[src/rtl/joystick_conditioner.sv]
// Joystick conditioner: 2-flop sync, per-channel debounce, up/down arbitration FSM.
// Optional LAST_PRESS_PRIORITY_EN: when both directions are held, the most recent press wins.
module joystick_conditioner #(
    parameter int unsigned DEBOUNCE_CYCLES = 250000,
    parameter int unsigned CNT_W           = 18
) (
    input  logic clock,
    input  logic reset,
    input  logic btn_up_n,
    input  logic btn_down_n,
    output logic control_up,
    output logic control_down,
    output logic up_db,
    output logic down_db,
    output logic up_press,
    output logic down_press
);

    localparam int unsigned NUM_CH = 2;
    localparam int unsigned CH_UP  = 0;
    localparam int unsigned CH_DN  = 1;
    localparam logic [CNT_W-1:0] TERMINAL = CNT_W'(DEBOUNCE_CYCLES - 1);

    // State encoding is {control_up, control_down} so controls come straight off flops.
    localparam logic [1:0] NEUTRAL = 2'b11;
    localparam logic [1:0] UP      = 2'b01;
    localparam logic [1:0] DOWN    = 2'b10;

    logic [NUM_CH-1:0] btn_n;
    logic [NUM_CH-1:0] s1;
    logic [NUM_CH-1:0] s2;
    logic [NUM_CH-1:0] stable;
    logic [CNT_W-1:0]  cnt [NUM_CH];

    logic       up_db_q;
    logic       down_db_q;
    logic       up_rise;
    logic       down_rise;
    logic [1:0] state;
    logic [1:0] state_next;

    assign btn_n = {btn_down_n, btn_up_n};

    // Synchronizer and debounce counters; stable holds the active-low settled level.
    always_ff @(posedge clock or negedge reset) begin
        if (!reset) begin
            s1     <= '1;
            s2     <= '1;
            stable <= '1;
            for (int i = 0; i < int'(NUM_CH); i++) begin
                cnt[i] <= '0;
            end
        end else begin
            s1 <= btn_n;
            s2 <= s1;
            for (int i = 0; i < int'(NUM_CH); i++) begin
                if (s2[i] == stable[i]) begin
                    cnt[i] <= '0;
                end else if (cnt[i] == TERMINAL) begin
                    stable[i] <= s2[i];
                    cnt[i]    <= '0;
                end else begin
                    cnt[i] <= cnt[i] + CNT_W'(1);
                end
            end
        end
    end

    assign up_db     = ~stable[CH_UP];
    assign down_db   = ~stable[CH_DN];
    assign up_rise   = up_db & ~up_db_q;
    assign down_rise = down_db & ~down_db_q;

    // Press pulses fire on the edge after the debounced level rises.
    always_ff @(posedge clock or negedge reset) begin
        if (!reset) begin
            up_db_q    <= 1'b0;
            down_db_q  <= 1'b0;
            up_press   <= 1'b0;
            down_press <= 1'b0;
        end else begin
            up_db_q    <= up_db;
            down_db_q  <= down_db;
            up_press   <= up_rise;
            down_press <= down_rise;
        end
    end

    always_ff @(posedge clock or negedge reset) begin
        if (!reset) begin
            state <= NEUTRAL;
        end else begin
            state <= state_next;
        end
    end

    always_comb begin
        state_next = state;
        case (state)
`ifdef LAST_PRESS_PRIORITY_EN
            NEUTRAL: begin
                if (up_db && !down_db) begin
                    state_next = UP;
                end else if (down_db && !up_db) begin
                    state_next = DOWN;
                end else if (up_db && down_db && up_rise && !down_rise) begin
                    state_next = UP;
                end else if (up_db && down_db && down_rise && !up_rise) begin
                    state_next = DOWN;
                end
            end
            UP: begin
                if (down_rise) begin
                    state_next = DOWN;
                end else if (!up_db) begin
                    state_next = down_db ? DOWN : NEUTRAL;
                end
            end
            DOWN: begin
                if (up_rise) begin
                    state_next = UP;
                end else if (!down_db) begin
                    state_next = up_db ? UP : NEUTRAL;
                end
            end
`else
            NEUTRAL: begin
                if (up_db && !down_db) begin
                    state_next = UP;
                end else if (down_db && !up_db) begin
                    state_next = DOWN;
                end
            end
            UP: begin
                if (!up_db || down_db) begin
                    state_next = NEUTRAL;
                end
            end
            DOWN: begin
                if (!down_db || up_db) begin
                    state_next = NEUTRAL;
                end
            end
`endif
            default: state_next = NEUTRAL;
        endcase
    end

    assign control_up   = state[1];
    assign control_down = state[0];

endmodule

[config.mk]
export PLATFORM = sky130hd
export DESIGN_NAME = joystick_conditioner
export DESIGN_NICKNAME = d
export VERILOG_FILES = /design/src/rtl/joystick_conditioner.sv
export SDC_FILE = /design/constraint.sdc
export NUM_CORES = 1
export LEC_CHECK = 0
export BUFFER_PORTS_ARGS = -buffer_cell sky130_fd_sc_hd__buf_4
export CAP_MARGIN = 5
export CORE_ASPECT_RATIO = 1.2
export CORE_MARGIN = 3
export CORE_UTILIZATION = 35
export DETAILED_ROUTE_END_ITERATION = 12
export PLACE_DENSITY_LB_ADDON = 0.08
export SLEW_MARGIN = 20
export SYNTH_ARGS = -nofsm -noshare
export SYNTH_HDL_FRONTEND = slang
export SYNTH_SLANG_ARGS = --single-unit
[constraint.sdc]
create_clock -name clock -period 3.6 [get_ports clock]
set_clock_uncertainty 0.05 [all_clocks]
set_input_delay 0.18 -clock clock [delete_from_list [all_inputs] [get_ports clock]]
set_output_delay 0.18 -clock clock [all_outputs]
set_load 0.02 [all_outputs]
==> flow_summary.ini, run 1 <==
[outcome]
status = finished clean

[yosys]
synth_area_um2 = 2260
syn_area_per_cell_um2 = 10.3
ys_top_cells_by_count = 43 x nor2_1, 40 x dfrtp_1, 25 x xnor2_1
synth_ff_type = dfrtp_1
synth_top_area_share_pct = 44.3
synthDistinctLibCells = 31
yosys-top-cells-area = dfrtp_1 44%, xnor2_1 9.7%, dfstp_2 9.3%
post-synth-top-area-cell = dfrtp_1
synth_nets = 227
yosysSeqAreaShare_pct = 53.6
async_reset_ff_share_pct = 100
yosysWarnings = 0
syn_inst = 219
synth_seq_cells = 48
synth_edf_count = 0
yosysMostFrequentCell = nor2_1

[die]
io_pins = 10
dieArea_um2 = 7460
start_util_pct = 36.9
fp.dieH_um = 94.0
fp.coreArea_um2 = 6130
dieWidth_um = 79.4
rows = 31

[setup_path]
r2r_cells = 3
cp_max_fo = 18
start_kind = register
crit_arrival_ns = 2.35
end_kind = register
cp.required_ns = 3.70
setup.worst_path.class = reg -> reg

[cells_and_area]
register_area_um2 = 1210
multiInputGateArea_um2 = 981
areaGrowthSynthToFinish_pct = 11.2
diodes = 0
nFillCells = 650
drive_above_1_share_pct = 15.5
nets = 240
fin_cells = 315

[timing]
finalMaxSlewViolations = 0
setup_viol = 0
hold-worst-slack_ns = 0.310
slew_headroom_pct = 33.2
max_slew.worst_pin.slew_ns = 0.998
max_freq_mhz = 443
hold_viol = 0
setup_slack_ns = 1.34
post-route-period-util_pct = 62.7
fin_crit_ns = 2.26
rsz0062_at_grt = false
tns_ns = 0

[placement]
dp_slack_ns = 1.28
dp.cells = 304
place_hpwl_um = 2780
gp_congestion = 0.750
port_buffers = 9

[clocking]
cts_htree_levels = 2
cts_buffer_depth = 2
cts_tree = yes
cts.clk_slew.worst_paths_ns = 0.09
postCtsSetupBuffers = 0
clkLatencyLatePin_ns = 0.30
cts-root-buf = clkbuf_8
cts-buffers-inserted = 5
cts_sinks = 48

[power]
p_leak_nw = 0.985
p_per_area_nw_per_um2 = 360
max-vdd-ir-drop_mv = 0.167

[hold_path]
hold_depth = 0
hold_class = reg -> reg

[global_routing]
grt_pass1_wl_um = 7410
antenna_found_initial = 0
grt_overflow = 0
grt.total_usage_pct = 12.7
grt_max_degree = 49
grt_pass1_vias = 1597

[flow_run]
drv_cap = 0

[routing]
viasPerCell = 4.85
postRouteAntennaNets = 0
drcViolationCount = 0
first_iter_violations = 98
num_vias = 1528
drt-wirelength-per-cell_um = 13.3
wl_um = 4180
first_pass_iters = 4
path summary, 6_finish.rpt:
kind / start / endpoint / slack [ns]
worst max-delay path: cnt[5]$_DFF_PN0_ / cnt[2]$_DFF_PN0_ / 1.34
worst min-delay path: s1[0]$_DFF_PN1_ / s2[0]$_DFF_PN1_ / 0.31
worst max register to register: cnt[5]$_DFF_PN0_ / cnt[2]$_DFF_PN0_ / 1.34
worst min register to register: s1[0]$_DFF_PN1_ / s2[0]$_DFF_PN1_ / 0.31
max in group asynchronous: reset / cnt[9]$_DFF_PN0_ / 2.70
min in group asynchronous: reset / up_db_q$_DFF_PN0_ / 0.36
layout by cell type (no fill, tap or decap):
cell and count:
clkinv_4 1, nor3_1 6, or4b_2 1, nor4_1 13, a21oi_1 3, o21ai_0 1
dfstp_2 8, or3_1 3, clkbuf_8 5, o21ai_4 1, or3b_2 1, mux2_2 3
nand2_1 12, or2_2 3, o41ai_1 1, or4_1 1, nor2_1 43, nand4_1 10
nand3_1 14, xnor2_1 25, inv_1 9, clkinv_2 2, o41ai_4 1, ha_1 4
xor2_1 6, or4b_1 1, dlygate4sd3_1 3, buf_4 9, dfrtp_1 40, nor4bb_1 1
or4_4 1, o31ai_1 1
layout make-up:
cell class                      count  area share, %
Multi-Input combinational cell    156           39.0
Clock buffer                        5           2.74
Sequential cell                    48           48.2
Clock inverter                      3          0.747
Timing Repair Buffer               12           3.88
Inverter                            9           1.34
Tap cell                           82           4.08
per-stage QoR:
stage          power [W]  instance area, um2  util, %
2_1_floorplan   0.000581                2260        -
3_3_place_gp    0.000598                2400     39.1
3_5_place_dp    0.000598                2400     39.1
4_1_cts         0.000926                2510     41.0
5_1_grt         0.000953                2510     41.0
6_report        0.000905                2510     41.0
critical path: stages (launching register included):
cell and delay [ns]:
dfrtp_1 0.48, or3b_2 0.52, o41ai_4 0.93, nor2_1 0.12
sequential cells by signal, indices dropped and copies added, names as in the netlist:
register    flops
down_press      1
state           2
s2              2
cnt            36
stable          2
up_db_q         1
s1              2
up_press        1
down_db_q       1
what timing repair did:
item | 4_1_cts | 5_1_grt
hold endpoints to repair | 42 | 0
gates resized for setup | 0 | 0
hold buffers | 3 | 0
cells by family after synthesis:
group / share of synthesized area, %
flip-flops: 53.6
AND/OR/NAND/NOR: 24.1
multiplexers: 1.49
buffers and inverters: 2.99
XOR/XNOR: 12.0
adder cells (fa/ha/maj): 2.21
AO/OA/AOI/OAI: 3.54
routing by layer:
| metal | up-vias | share of wire (%) | global-route usage, % |
|---|---|---|---|
| li1 | 775 | - | - |
| met1 | 736 | 45 | 14.8 |
| met2 | 11 | 51 | 22.2 |
| met3 | 6 | 2.2 | 2.88 |
| met4 | 0 | 1.8 | 5.16 |
| met5 | - | 0 | 0 |
power by group:
part            total, W  internal [W]  switching, W
Combinational  0.0000337     0.0000112     0.0000225
Clock           0.000317      0.000136      0.000181
Sequential      0.000554      0.000548    0.00000586
Total           0.000905      0.000695      0.000210
Power figures use the tool's default switching activity.
==> run 2: changes to the inputs <==
ABC_AREA = 1   (was unset)
clock period = 1.9 ns   (was 3.6 ns; I/O delays follow)
==> run 2 against run 1 <==
  * First-iteration DRC count decreased by 58%
  * Sequential share of layout area is 3.9 points lower
  * Worst setup slack lost 1.0 ns
  * Flip-flop and latch count did not move
  * Clock power increased by 130%
  * Utilization grew 0.68 points
  * Critical path type unchanged
  * Largest cell class unchanged
==> flow_summary.ini, run 2 <==
[outcome]
status = finished clean

[cells_and_area]
nets = 314
areaGrowthSynthToFinish_pct = 12.8
fin_area_um2 = 2740
diodes = 0
final_core_util_pct = 41.7
mostFrequentLayoutCells = 71 x nor2_1, 50 x nand2_1, 40 x dfrtp_1, 26 x inv_1, 22 x nand3_1
final_common_cell = nor2_1
drive_above_1_share_pct = 16.3
largest_reg_flops = 36
regMostFlops = cnt

[global_routing]
grt_pass1_wl_um = 8160
grt_pass1_vias = 1774
grt_overflow = 0
grt.total_usage_pct = 13.3
antenna_found_initial = 0
grt_max_degree = 49

[timing]
max_slew.worst_pin.slew_ns = 0.615
hold_viol = 0
tns_ns = 0
finalMaxSlewViolations = 0
slew_headroom_pct = 59.0
fin_crit_ns = 1.58
max_freq_mhz = 632
post-route-period-util_pct = 83.3
setup_slack_ns = 0.318
setup_viol = 0
rsz0062_at_grt = false

[yosys]
synth_ff_type = dfrtp_1
synth_area_um2 = 2430
synth_edf_count = 0
yosysSeqAreaShare_pct = 49.9
syn_inst = 287
synth_nets = 295
yosys-top-cells-area = dfrtp_1 41%, nor2_1 11%, dfstp_2 8.7%
yosysWarnings = 0
synth_top_area_share_pct = 41.3
yosysMostFrequentCell = nor2_1
async_reset_ff_share_pct = 100
syn_area_per_cell_um2 = 8.45
ys_top_cells_by_count = 71 x nor2_1, 50 x nand2_1, 40 x dfrtp_1
synth_seq_cells = 48
post-synth-top-area-cell = dfrtp_1
synthDistinctLibCells = 29

[placement]
placed_cell_area_um2 = 2600
port_buffers = 9
gp_congestion = 0.856
place_hpwl_um = 3560
dp_slack_ns = 0.309

[power]
p_per_area_nw_per_um2 = 676
max-vdd-ir-drop_mv = 0.308
p_leak_nw = 1.13

[routing]
first_iter_violations = 41
drt-wirelength-per-cell_um = 12.2
drcViolationCount = 0
wl_um = 4800
first_pass_iters = 4
postRouteAntennaNets = 0
viasPerCell = 4.50
num_vias = 1764

[setup_path]
setup.worst_path.class = reg -> reg
rr_endpoint = cnt[22]$_DFF_PN0_
start_kind = register
r2r_cells = 8
regToRegSetupSlack_ns = 0.32
cp_max_fo = 7
crit_arrival_ns = 1.73
r2r-start = cnt[18]$_DFF_PN0_
end_kind = register
cp.required_ns = 2.05

[hold_path]
hold_class = in -> async

[clocking]
cts-root-buf = clkbuf_8
cts_tree = yes
cts_resized = 0
cts_sinks = 48
cts-buffers-inserted = 5
postCtsSetupBuffers = 0
clkLatencyLatePin_ns = 0.30
cts_buffer_depth = 2
cts.clk_slew.worst_paths_ns = 0.09
cts_hold_buf = 3
cts_htree_levels = 2

[die]
fp.coreArea_um2 = 6570
start_util_pct = 36.9
dieWidth_um = 82
rows = 32
fp.dieH_um = 97.2
io_pins = 10
dieArea_um2 = 7970

[flow_run]
drv_cap = 0
run 2: report_power, final:
part | total, W | switching, W | internal, W
Combinational | 0.0000684 | 0.0000460 | 0.0000224
Sequential | 0.00105 | 0.0000104 | 0.00104
Clock | 0.000732 | 0.000341 | 0.000391
run 2: kinds of logic (layout without fill, tap and decap cells):
| family | Yosys count | after routing | share of synthesized area, % |
|---|---|---|---|
| xor gates and xnor gates | 17 | 17 | 6.76 |
| DFF | 48 | 48 | 49.9 |
| AOI/OAI and AO/OA | 15 | 15 | 3.51 |
| buffers and inverters | 29 | 49 | 4.64 |
| adders and majority gates | 4 | 4 | 2.06 |
| and+or+nand+nor | 174 | 174 | 33.1 |
run 2: worst max-delay path, cell delays in order (launching register included):
cell     delay (ns)
dfrtp_1        0.37
ha_1           0.17
nand2_1        0.12
nor2_4         0.16
inv_1          0.07
nor2_2         0.13
nand3_2        0.17
nand2_2        0.18
nor2_1         0.06
run 2: routing by layer:
metal | global-route usage (%) | up-vias | part of all wire, %
li1 | - | 935 | -
met1 | 15.4 | 811 | 44
met2 | 23.4 | 12 | 53
met3 | 3.06 | 6 | 2.0
met4 | 4.60 | 0 | 1.8
met5 | 0 | - | 0
run 2: worst max-delay path by stage:
| stage | start | endpoint | cells after the start |
|---|---|---|---|
| after floorplan | stable[0]$_DFFE_PN1P_ | state[0]$_DFFE_PN1P_ | 3 |
| after global placement | cnt[18]$_DFF_PN0_ | cnt[19]$_DFF_PN0_ | 8 |
| after detailed placement | cnt[18]$_DFF_PN0_ | cnt[22]$_DFF_PN0_ | 8 |
| after CTS | cnt[18]$_DFF_PN0_ | cnt[22]$_DFF_PN0_ | 8 |
| after global routing | cnt[18]$_DFF_PN0_ | cnt[19]$_DFF_PN0_ | 8 |
| final | cnt[18]$_DFF_PN0_ | cnt[22]$_DFF_PN0_ | 8 |
run 2: final cells by class:
class | count | area [um2]
clock buffers | 6 | 72.6
clock inverters | 2 | 35.0
fillers | 684 | 3830
inverters | 28 | 105
multi-input cells | 210 | 1100
flip-flops and latches | 48 | 1210
well taps | 85 | 106
repair buffers | 13 | 105
run 2: metrics by stage:
step,std cells,power (W),hold WS (ns)
floorplan,287,0.00110,-0.251
global placement,381,0.00114,0.103
detailed placement,381,0.00114,0.106
CTS,392,0.00189,0.311
global route,392,0.00195,0.320
finish,392,0.00185,0.290
